<file path="config.mk">
export PLATFORM = sky130hd
export DESIGN_NAME = timer_counter
export DESIGN_NICKNAME = d
export VERILOG_FILES = /design/src/rtl/timer_counter_pkg.sv /design/src/rtl/timer_counter_prescaler.sv /design/src/rtl/timer_counter.sv
export SDC_FILE = /design/constraint.sdc
export NUM_CORES = 1
export LEC_CHECK = 0
export CAP_MARGIN = 20
export CORE_ASPECT_RATIO = 1.5
export CORE_MARGIN = 10
export CORE_UTILIZATION = 30
export CTS_CLUSTER_DIAMETER = 50
export CTS_CLUSTER_SIZE = 12
export DETAILED_ROUTE_END_ITERATION = 12
export PLACE_DENSITY = 0.53
export SLEW_MARGIN = 40
export SYNTH_ARGS = -nofsm -noshare
export SYNTH_HDL_FRONTEND = slang
export SYNTH_SLANG_ARGS = --single-unit
</file>
<file path="constraint.sdc">
create_clock -name clk -period 4.41 [get_ports clk]
set_clock_uncertainty 0.2 [all_clocks]
set_input_delay 1.1025 -clock clk [delete_from_list [all_inputs] [get_ports clk]]
set_output_delay 1.1025 -clock clk [all_outputs]
set_load 0.005 [all_outputs]
</file>
<file path="src/rtl/timer_counter_pkg.sv">
// Shared definitions for the memory-mapped down-counter: register offsets,
// CTRL field positions, mode encodings and FSM state encodings.
package timer_counter_pkg;

  localparam logic [1:0] ADDR_CTRL   = 2'd0;
  localparam logic [1:0] ADDR_PRESET = 2'd1;
  localparam logic [1:0] ADDR_COUNT  = 2'd2;

  localparam int CTRL_EN      = 0;
  localparam int CTRL_MODE_LO = 1;
  localparam int CTRL_MODE_HI = 2;
  localparam int CTRL_IM      = 3;

  localparam logic [1:0] MODE_ONESHOT = 2'd0;
  localparam logic [1:0] MODE_RELOAD  = 2'd1;

  typedef enum logic [1:0] {
    ST_IDLE = 2'd0,
    ST_LOAD = 2'd1,
    ST_CNT  = 2'd2,
    ST_INT  = 2'd3
  } state_e;

endpackage

</file>
<file path="src/rtl/timer_counter_prescaler.sv">
// Tick generator: pulses tick once every PRESCALE cycles of run, restarting
// from zero whenever clear is asserted.
module timer_prescaler #(
  parameter int unsigned PRESCALE = 1
) (
  input  logic clk,
  input  logic reset,
  input  logic clear,
  input  logic run,
  output logic tick
);

  localparam logic [15:0] LAST = 16'(PRESCALE - 1);

  logic [15:0] cnt_q;
  logic [15:0] cnt_d;

  assign tick = run && (cnt_q == LAST);

  always_comb begin
    cnt_d = cnt_q;
    if (clear) begin
      cnt_d = '0;
    end else if (run) begin
      cnt_d = tick ? 16'd0 : cnt_q + 16'd1;
    end
  end

  always_ff @(posedge clk) begin
    if (reset) begin
      cnt_q <= '0;
    end else begin
      cnt_q <= cnt_d;
    end
  end

endmodule

</file>
<file path="src/rtl/timer_counter.sv">
// Memory-mapped down-counter with one-shot / auto-reload modes and a masked IRQ.
// Define TIMER_PRESCALE_EN to slow the count rate by PRESCALE clk cycles per decrement.
module timer_counter
  import timer_counter_pkg::*;
#(
  parameter int unsigned PRESCALE = 1
) (
  input  logic        clk,
  input  logic        reset,
  input  logic [1:0]  Addr,
  input  logic        We,
  input  logic [31:0] Din,
  output logic [31:0] Dout,
  output logic        IRQ
);

  state_e      state_q, state_d;
  logic [3:0]  ctrl_q, ctrl_d;
  logic [31:0] preset_q, preset_d;
  logic [31:0] count_q, count_d;
  logic        irqPending_q, irqPending_d;

  logic       en;
  logic [1:0] mode;
  logic       tick;

  assign en   = ctrl_q[CTRL_EN];
  assign mode = ctrl_q[CTRL_MODE_HI:CTRL_MODE_LO];

`ifdef TIMER_PRESCALE_EN
  logic prescaleClear;
  logic prescaleRun;

  assign prescaleClear = (state_q == ST_IDLE) || (state_q == ST_LOAD);
  assign prescaleRun   = (state_q == ST_CNT) && en;

  timer_prescaler #(
    .PRESCALE(PRESCALE)
  ) u_prescaler (
    .clk  (clk),
    .reset(reset),
    .clear(prescaleClear),
    .run  (prescaleRun),
    .tick (tick)
  );
`else
  logic unusedPrescale;
  assign unusedPrescale = |PRESCALE;
  assign tick = 1'b1;
`endif

  // FSM first; the CPU write is applied afterwards so it overrides the INT-state EN clear.
  always_comb begin
    state_d      = state_q;
    ctrl_d       = ctrl_q;
    preset_d     = preset_q;
    count_d      = count_q;
    irqPending_d = irqPending_q;

    case (state_q)
      ST_IDLE: begin
        if (en) state_d = ST_LOAD;
      end
      ST_LOAD: begin
        count_d = preset_q;
        state_d = en ? ST_CNT : ST_IDLE;
      end
      ST_CNT: begin
        if (!en) begin
          state_d = ST_IDLE;
        end else if (tick) begin
          if (count_q > 32'd1) begin
            count_d = count_q - 32'd1;
          end else begin
            count_d      = '0;
            irqPending_d = 1'b1;
            state_d      = ST_INT;
          end
        end
      end
      ST_INT: begin
        case (mode)
          MODE_RELOAD: begin
            irqPending_d = 1'b0;
            state_d      = ST_LOAD;
          end
          MODE_ONESHOT: begin
            ctrl_d[CTRL_EN] = 1'b0;
            state_d         = ST_IDLE;
          end
          default: begin
            ctrl_d[CTRL_EN] = 1'b0;
            state_d         = ST_IDLE;
          end
        endcase
      end
      default: state_d = ST_IDLE;
    endcase

    if (We) begin
      case (Addr)
        ADDR_CTRL: begin
          ctrl_d       = Din[3:0];
          irqPending_d = 1'b0;
        end
        ADDR_PRESET: preset_d = Din;
        default: ;
      endcase
    end
  end

  always_ff @(posedge clk) begin
    if (reset) begin
      state_q      <= ST_IDLE;
      ctrl_q       <= '0;
      preset_q     <= '0;
      count_q      <= '0;
      irqPending_q <= 1'b0;
    end else begin
      state_q      <= state_d;
      ctrl_q       <= ctrl_d;
      preset_q     <= preset_d;
      count_q      <= count_d;
      irqPending_q <= irqPending_d;
    end
  end

  always_comb begin
    case (Addr)
      ADDR_CTRL:   Dout = {28'd0, ctrl_q};
      ADDR_PRESET: Dout = preset_q;
      ADDR_COUNT:  Dout = count_q;
      default:     Dout = '0;
    endcase
  end

  assign IRQ = ctrl_q[CTRL_IM] & irqPending_q;

endmodule

</file>
==> metrics.txt <==
# TYPE chip_impl_metric gauge
chip_impl_metric{name="dieArea",unit="sq um"} 18100
chip_impl_metric{name="port_buffers",unit=""} 69
chip_impl_metric{name="dp_slack",unit="ps"} 227
chip_impl_metric{name="final_min_period_over_clock_period",unit="%"} 95.2
chip_impl_metric{name="tightestPinTransition",unit="ps"} 769
chip_impl_metric{name="wire_per_inst",unit="um"} 18.8
chip_impl_info{name="post_synth_main_area_contributors",value="sky130_fd_sc_hd__dfxtp_1 (36%), sky130_fd_sc_hd__nand2_1 (9.7%), sky130_fd_sc_hd__a21oi_1 (7.2%)"} 1
chip_impl_metric{name="finalNetCount",unit=""} 596
chip_impl_metric{name="chipWidth",unit="um"} 113
chip_impl_metric{name="post_synth_num_cell_types",unit=""} 53
chip_impl_metric{name="cts_resized",unit=""} 0
chip_impl_metric{name="die_h",unit="um"} 160
chip_impl_metric{name="postSynthNetCount",unit=""} 550
chip_impl_metric{name="grt_max_degree",unit=""} 38
chip_impl_metric{name="slew_viol_final",unit=""} 0
chip_impl_metric{name="cts_sinks",unit=""} 71
chip_impl_metric{name="antenna_left",unit=""} 0
chip_impl_metric{name="drt_first_pass_iters",unit=""} 4
chip_impl_metric{name="post_synth_instance_area",unit="sq um"} 3910
chip_impl_metric{name="irDropWorstVdd",unit="mV"} 0.176
chip_impl_metric{name="worst_endpoint_data_arrival_time",unit="ps"} 2900
chip_impl_metric{name="drc_errors",unit=""} 0
chip_impl_metric{name="groute.usage.overall",unit="%"} 14.6
chip_impl_metric{name="rows",unit=""} 51
chip_impl_metric{name="place_hpwl",unit="mm"} 9.53
chip_impl_info{name="tritoncts",value="done"} 1
chip_impl_metric{name="max_slew_margin",unit="%"} 48.6
chip_impl_info{name="worst-setup-path-type",value="in -> out"} 1
chip_impl_metric{name="power.density_cell_area",unit="nW/um^2"} 305
chip_impl_metric{name="number_of_antenna_violations_at_the_first_check_in_global_routing",unit=""} 0
chip_impl_metric{name="deepest_level_of_the_cts_h_tree",unit=""} 3
chip_impl_metric{name="synth_top_cell_area_share",unit="%"} 36.3
chip_impl_metric{name="final-setup-viol-count",unit=""} 0
chip_impl_metric{name="vias_in_the_first_global_route",unit=""} 4011
chip_impl_info{name="setup_repair_after_global_routing_missed_its_margin",value="no"} 1
chip_impl_metric{name="grt.overflow.total",unit=""} 0
chip_impl_metric{name="gp_routability_congestion",unit=""} 0.848
chip_impl_metric{name="fillerInstances",unit=""} 1372
chip_impl_metric{name="area.growth.synth_to_final",unit="%"} 27.8
chip_impl_info{name="clockRootBuffer",value="sky130_fd_sc_hd__clkbuf_16"} 1
chip_impl_metric{name="fmaxAchievable",unit="GHz"} 0.238
chip_impl_metric{name="power.leakage",unit="nW"} 1.77
chip_impl_metric{name="syn_inst",unit=""} 511
chip_impl_metric{name="post-cts-setup-buffer-count",unit=""} 0
chip_impl_info{name="post-synth-top-area-cell",value="sky130_fd_sc_hd__dfxtp_1"} 1
chip_impl_metric{name="hold_viol",unit=""} 0
chip_impl_metric{name="path_max_fanout",unit=""} 18
chip_impl_metric{name="proportion_of_layout_cells_with_a_drive_suffix_above_1",unit="%"} 7.50
chip_impl_metric{name="fin_setup_tns",unit="ps"} 0
chip_impl_metric{name="antenna-diode-count",unit=""} 0
chip_impl_metric{name="path_clk_slew",unit="ps"} 60
chip_impl_metric{name="cts_made_buffers",unit=""} 9
chip_impl_metric{name="yosys_warnings",unit=""} 0
chip_impl_info{name="endpoint_kind",value="output port"} 1
chip_impl_metric{name="setup_ws",unit="ps"} 212
chip_impl_metric{name="viasPerCell",unit=""} 5.64
chip_impl_info{name="crit_path_start_kind",value="input port"} 1
chip_impl_metric{name="clk_latency_worst_skew_pair",unit="ps"} 330
chip_impl_metric{name="avgSynthCellArea",unit="sq um"} 7.66
chip_impl_metric{name="core_region_area",unit="sq um"} 12900
chip_impl_metric{name="floorplan.initialDensity",unit="%"} 30.4
chip_impl_metric{name="timing.max_cap.violations",unit=""} 0
chip_impl_metric{name="routed_wirelength",unit="mm"} 13.5
chip_impl_info{name="synthMostInstantiatedCell",value="sky130_fd_sc_hd__nand2_1"} 1
chip_impl_metric{name="cts.path.max_buffers",unit=""} 2
chip_impl_metric{name="synth_sequential_area_ratio",unit="%"} 36.3
chip_impl_metric{name="vias",unit=""} 4053
chip_impl_metric{name="cp.required",unit="ps"} 3110
chip_impl_metric{name="ios",unit=""} 70
chip_impl_metric{name="detail_route.iter0.violations",unit=""} 233
chip_impl_metric{name="post-route-util",unit="%"} 38.8
chip_impl_metric{name="hold_buffers",unit=""} 0
chip_impl_metric{name="grt_first_pass_wirelength",unit="mm"} 21.6
chip_impl_metric{name="period_needed",unit="ps"} 4200
chip_impl_metric{name="asyncSetResetFlopFracSynth",unit="%"} 0
chip_impl_info{name="status",value="complete, no violations"} 1
chip_impl_info{name="hp-class",value="reg -> reg"} 1
chip_impl_metric{name="synth-seq-cells",unit=""} 71
chip_impl_info{name="synth_common_cells",value="sky130_fd_sc_hd__nand2_1 (101), sky130_fd_sc_hd__dfxtp_1 (71), sky130_fd_sc_hd__a21oi_1 (56), sky130_fd_sc_hd__clkbuf_1 (39), sky130_fd_sc_hd__nor2_1 (30)"} 1
chip_impl_metric{name="synth_enable_flop_cells",unit=""} 0
chip_impl_info{name="synth_ff_type",value="sky130_fd_sc_hd__dfxtp_1"} 1
[report_power, final]
group	internal (mW)	leakage [nW]	total (mW)	switching [mW]
logic	0.0794	1.06	0.182	0.103
registers	0.655	0.575	0.671	0.0158
clock network	0.405	0.132	0.669	0.265
[per-stage QoR]
step	area, sq um	hold WS, ps	power (mW)	cells
6_report	5000	273	1.52	719
5_1_grt	5000	301	1.59	719
3_5_place_dp	4730	269	0.867	705
3_3_place_gp	4720	264	0.865	705
2_1_floorplan	3910	249	0.783	511
4_1_cts	5000	274	1.54	719
[layout by cell type, fill, tap and decap left out, types with 6 or more instances in the layout]
cell and instances:
sky130_fd_sc_hd__buf_4 10, sky130_fd_sc_hd__mux2i_1 8, sky130_fd_sc_hd__nor4_1 12, sky130_fd_sc_hd__o21ai_0 15, sky130_fd_sc_hd__clkbuf_16 9, sky130_fd_sc_hd__nor2_1 30
sky130_fd_sc_hd__inv_1 6, sky130_fd_sc_hd__a31oi_1 11, sky130_fd_sc_hd__a32oi_1 9, sky130_fd_sc_hd__dfxtp_1 70, sky130_fd_sc_hd__clkdlybuf4s50_1 68, sky130_fd_sc_hd__a21oi_1 55
sky130_fd_sc_hd__nand3_1 17, sky130_fd_sc_hd__nand2_1 101, sky130_fd_sc_hd__nor3_1 20, sky130_fd_sc_hd__a22o_1 28
[critical path, stage by stage]
cell and delay (ps):
sky130_fd_sc_hd__clkdlybuf4s50_1 610, sky130_fd_sc_hd__nor2b_2 210, sky130_fd_sc_hd__buf_4 250, sky130_fd_sc_hd__a22o_1 200, sky130_fd_sc_hd__clkdlybuf4s50_1 520
[state kept, by name, indices dropped and copies added, names as in the netlist]
register / count
count_q: 32
ctrl_q: 4
irqPending_q: 1
preset_q: 32
state_q: 2
[logic make-up after synthesis]
group / share of synthesized area [%]
multiplexers: 2.33
AO/OA/AOI/OAI: 28.7
adder cells (fa/ha/maj): 0.639
XOR/XNOR: 0.672
AND/OR/NAND/NOR: 26.1
buffers and inverters: 5.24
flip-flops: 36.3
[routing by layer]
metal / wire [um] / up-vias / track usage [%]
met3: 689 / 20 / 3.34
met4: 329 / 0 / 6.02
met2: 7440 / 106 / 28.0
met5: 0 / - / 0
met1: 5020 / 1949 / 14.4
li1: - / 1978 / -
[area by class of cell]
type	count	area (sq um)	share of cell area, %
Clock buffer	13	260	5.21
Tap cell	159	199	3.98
Timing Repair Buffer	80	781	15.6
Inverter	7	26.3	0.526
Sequential cell	71	1420	28.5
Multi-Input combinational cell	388	2300	46.1
Clock inverter	1	5.00	0.100
[path summary, 6_finish.rpt]
check / from / endpoint / slack [ps] / depth (start not counted)
setup / recovery: Addr[0] / Dout[30] / 210 / 5
hold reg to reg: preset_q[8] / preset_q[8] / 270 / 2
hold / removal: preset_q[8] / preset_q[8] / 270 / 2
setup reg to reg: state_q[0] / count_q[7] / 1580 / 7
No activity file was read; power rests on OpenSTA's default activity.
